===== src/rtl/md5_message_feeder.sv =====
`timescale 1ns/1ps
// Packs a byte stream into 512-bit little-endian-byte parts for the MD5 wrapper,
// pulses the wrapper reset per message and captures the returned hash.
module md5_message_feeder (
  input  logic         clk,
  input  logic         reset,
  input  logic         start,
  input  logic [60:0]  msg_len_bytes,
  input  logic [7:0]   byte_in,
  input  logic         byte_valid,
  output logic         byte_ready,
  output logic         core_rst,
  output logic [511:0] part_in,
  output logic         part_in_ready,
  output logic [63:0]  total_data_length,
  input  logic         ready_for_next_part,
  input  logic [127:0] hash,
  input  logic         hash_valid,
  output logic [127:0] digest,
  output logic         digest_valid,
  output logic         busy
);

  typedef enum logic [2:0] {
    IDLE      = 3'd0,
    CLEAR     = 3'd1,
    FILL      = 3'd2,
    WAIT_RDY  = 3'd3,
    OFFER     = 3'd4,
    HOLD      = 3'd5,
    DONE_WAIT = 3'd6
  } state_t;

  state_t       state;
  state_t       state_next;
  logic [60:0]  remaining;
  logic [5:0]   idx;
  logic         accept;

  assign byte_ready = (state == FILL);
  assign accept     = byte_valid && byte_ready;

  always_ff @(posedge clk or negedge reset) begin
    if (!reset) begin
      state <= IDLE;
    end else begin
      state <= state_next;
    end
  end

  always_comb begin
    state_next = state;
    case (state)
      IDLE:      if (start) state_next = CLEAR;
      CLEAR:     state_next = (remaining == 61'd0) ? WAIT_RDY : FILL;
      // A block closes on its 64th byte or on the last byte of the message.
      FILL:      if (accept && (idx == 6'd63 || remaining == 61'd1)) state_next = WAIT_RDY;
      WAIT_RDY:  if (ready_for_next_part) state_next = OFFER;
      OFFER:     state_next = HOLD;
      HOLD:      if (!ready_for_next_part) state_next = (remaining == 61'd0) ? DONE_WAIT : FILL;
      DONE_WAIT: if (hash_valid) state_next = IDLE;
      default:   state_next = IDLE;
    endcase
  end

  // Control strobes are registered from the next state so they line up with it.
  always_ff @(posedge clk or negedge reset) begin
    if (!reset) begin
      core_rst          <= 1'b0;
      part_in_ready     <= 1'b0;
      busy              <= 1'b0;
      digest_valid      <= 1'b0;
      part_in           <= '0;
      total_data_length <= '0;
      digest            <= '0;
      remaining         <= '0;
      idx               <= '0;
    end else begin
      core_rst      <= (state_next == CLEAR);
      part_in_ready <= (state_next == OFFER);
      busy          <= (state_next != IDLE);
      case (state)
        IDLE: begin
          if (start) begin
            total_data_length <= {msg_len_bytes, 3'b000};
            remaining         <= msg_len_bytes;
            digest_valid      <= 1'b0;
            part_in           <= '0;
            idx               <= '0;
          end
        end
        FILL: begin
          if (accept) begin
            part_in[{idx, 3'b000} +: 8] <= byte_in;
            idx                         <= idx + 6'd1;
            remaining                   <= remaining - 61'd1;
          end
        end
        HOLD: begin
          if (!ready_for_next_part && remaining != 61'd0) begin
            part_in <= '0;
            idx     <= '0;
          end
        end
        DONE_WAIT: begin
          if (hash_valid) begin
            digest       <= hash;
            digest_valid <= 1'b1;
          end
        end
        default: ;
      endcase
    end
  end

endmodule


===== config.mk =====
export PLATFORM = sky130hd
export DESIGN_NAME = md5_message_feeder
export DESIGN_NICKNAME = d
export VERILOG_FILES = /design/src/rtl/md5_message_feeder.sv
export SDC_FILE = /design/constraint.sdc
export NUM_CORES = 1
export LEC_CHECK = 0
export BUFFER_PORTS_ARGS = -buffer_cell sky130_fd_sc_hd__buf_2
export CAP_MARGIN = 40
export CORE_AREA = 5 5 349 351
export CTS_CLUSTER_SIZE = 40
export DETAILED_ROUTE_END_ITERATION = 6
export DIE_AREA = 0 0 354 356
export GPL_TIMING_DRIVEN = 0
export RECOVER_POWER = 100
export SYNTH_ARGS = -nofsm -noshare
export SYNTH_HDL_FRONTEND = slang
export SYNTH_SLANG_ARGS = --single-unit

===== constraint.sdc =====
create_clock -name clk -period 4.4 [get_ports clk]
set_clock_uncertainty 0.1 [all_clocks]
set_input_delay 0.44 -clock clk [delete_from_list [all_inputs] [get_ports clk]]
set_output_delay 0.44 -clock clk [all_outputs]
set_load 0.05 [all_outputs]

==> results.json <==
{
  "antenna_left": 0,
  "drt_iter0_markers": 2609,
  "fin_setup_tns_ns": -0.239,
  "cts_tree": "done",
  "die_w_um": 354,
  "initial_core_util_pct": 27.1,
  "syn_area_um2": 32200,
  "numCtsBuffers": 87,
  "clk-insertion-delay-late_ns": 0.68,
  "dp_hpwl_um": 110000,
  "post_drt_wl_per_cell_um": 25.9,
  "grt-ovfl-total": 0,
  "yosys_most_used_dff": "dfrtp_1",
  "root_buffer": "clkbuf_16",
  "cts_num_sinks": 775,
  "design.core.area_um2": 119000,
  "vias": 29300,
  "cellPowerDensity_nw_per_um2": 659,
  "area_growth_syn_to_layout_pct": 35.2,
  "synth.top_cells.by_area": "dfrtp_1, a22o_1, mux2_2, nand2_1, o21ai_0",
  "drc": 0,
  "ir_drop_mv": 0.633,
  "whs_ns": 0.0923,
  "min_period_over_period_pct": 101,
  "synth_cell_types": 85,
  "synth_edf_count": 0,
  "grt_max_degree": 114,
  "tightest_slew_ns": 2.97,
  "end_kind": "flip-flop",
  "totalPowerFinal_mw": 28.7,
  "ys_seq_area_share_pct": 60.2,
  "synth_top_area_share_pct": 60.2,
  "antenna_found_initial": 7,
  "status": "finished, violations left",
  "drv_slew": 170,
  "fmax_ghz": 0.225,
  "grt_pass1_wl_um": 210000,
  "yosys.area.top_type": "dfrtp_1",
  "design_area_um2": 43500,
  "rsz0062_at_grt": "yes",
  "maxCapViolCount": 2,
  "drt_pass1_iterations": 6,
  "finalSetupViolations": 8,
  "clk_pin_slew_ns": 0.06,
  "cp-start-kind": "flip-flop",
  "synth_cells": 2774,
  "p_leak_nw": 19.2,
  "first_global_vias": 29800,
  "violations": "max-capacitance violations, max-slew violations, negative setup slack",
  "ys_seq_elements": 775,
  "h-tree-depth": 3,
  "nets": 4242,
  "rows": 127,
  "min_period_ns": 4.45,
  "worst_ep_required_time_ns": 4.91,
  "cpMaxStageDelayCell": "a21oi_1",
  "yosysMostFrequentCell": "dfrtp_1",
  "arrival_ns": 4.95,
  "ys.warnings.count": 0,
  "placed_area_um2": 39400,
  "clockBufferDepth": 3,
  "fp.dieH_um": 356,
  "slew_headroom_pct": -98.0,
  "synth_common_cells": "dfrtp_1, a22o_1, nand2_1",
  "async_reset_ff_share_pct": 100,
  "io_pins": 912,
  "path_cells": "inv_1, ha_1, nor3b_1, nand2_1, nor4_1, nand3_1, clkbuf_1, a21oi_1, a22o_1",
  "die_area_um2": 126000,
  "cp_max_fo": 10,
  "hold_path_class": "in2reg",
  "crit_type": "reg2reg",
  "hold_viol": 0,
  "grt.total_usage_pct": 22.3,
  "avgSynthCellArea_um2": 11.6,
  "critPathMaxStageDelay_ns": 0.81,
  "gp_congestion": 0.861,
  "drive_above_1_share_pct": 16.2,
  "wirelength_um": 147000,
  "via_per_inst": 5.18,
  "port_buffers": 908,
  "setup_slack_ns": -0.0465
}
==> cell families after synthesis <==
group / count (synthesis) / synth area share, %
AND/OR/NAND/NOR: 834 / 12.6
adder cells (fa/ha/maj): 6 / 0.233
buffers and inverters: 206 / 2.59
XOR/XNOR: 3 / 0.0816
flip-flops: 775 / 60.2
multiplexers: 210 / 7.09
other: 1 / 0.0116
AO/OA/AOI/OAI: 739 / 17.2
==> per-layer routing <==
metal / wire length (µm) / vias up / global-route usage, %
met5: 27 / - / 0
met4: 7080 / 4 / 10.1
met3: 10300 / 314 / 4.51
met2: 71000 / 1371 / 37.6
met1: 58300 / 14800 / 27.6
li1: - / 12800 / -
==> cell usage in the layout, fill, tap and decap left out, types with 88 or more instances in the layout <==
cell type / synthesis / routed
clkbuf_16: 0 / 88
a22o_1: 354 / 354
dfrtp_1: 775 / 775
buf_2: 21 / 237
clkbuf_1: 132 / 858
nor2_1: 145 / 143
mux2_2: 145 / 141
nand2_1: 326 / 325
nand3_1: 127 / 127
dlygate4sd3_1: 0 / 193
o21ai_0: 144 / 147
==> power breakdown <==
part           internal (mW)  switching [mW]
clock network           4.62            3.23
registers               8.39           0.916
logic                   2.52            9.04
total                   15.5            13.2
==> metrics by stage <==
stage	utilization (%)	instances	setup slack, ns
detailed placement	33.2	5296	-0.243
CTS	37.5	5650	0.0180
finish	36.7	5656	-0.0465
global placement	32.6	5232	-14.40
global route	36.7	5655	-0.0432
floorplan	-	2776	1.21
==> registers in the layout, indices dropped and copies added (netlist names) <==
| signal | cells |
|---|---|
| state | 3 |
| digest | 128 |
| part_in | 512 |
| part_in_ready | 1 |
| digest_valid | 1 |
| remaining | 61 |
| core_rst | 1 |
| total_data_length | 61 |
| busy | 1 |
| idx | 6 |
==> worst max-delay path: cells and delay by family, from the launching register on <==
kind,cells,cell delay (ns)
AOI/OAI and AO/OA,2,1.06
buffers and inverters,2,0.67
and+or+nand+nor,4,1.95
DFF,1,0.40
adders and majority gates,1,0.22
==> final cells by class <==
type | instances | area [µm²]
clock inverter | 36 | 533
multi-input combinational | 1795 | 12100
clock buffer | 125 | 2590
inverter | 18 | 67.6
sequential | 775 | 19400
tap | 1548 | 1940
fill | 12000 | 75200
timing repair buffer | 1168 | 6170
buffer | 188 | 774
antenna | 3 | 7.51
==> repair_timing <==
action	CTS	global route
pin swaps	0	2
resized for setup	11	13
endpoints found under the hold margin	357	0
hold buffers	193	0
endpoints found under the setup margin	61	96
buffers inserted	0	1
==> worst paths after layout <==
check	start	to	slack (ns)	cells after the start
setup / recovery	remaining[1]	part_in[511]	-0.05	9
max in group asynchronous	reset	digest[57]	0.57	6
min in group asynchronous	reset	part_in[132]	0.17	2
hold / removal	byte_in[5]	part_in[349]	0.09	3
hold reg to reg	total_data_length[4]	total_data_length[4]	0.38	2
setup reg to reg	remaining[1]	part_in[511]	-0.05	9
Power figures use the tool's default switching activity.
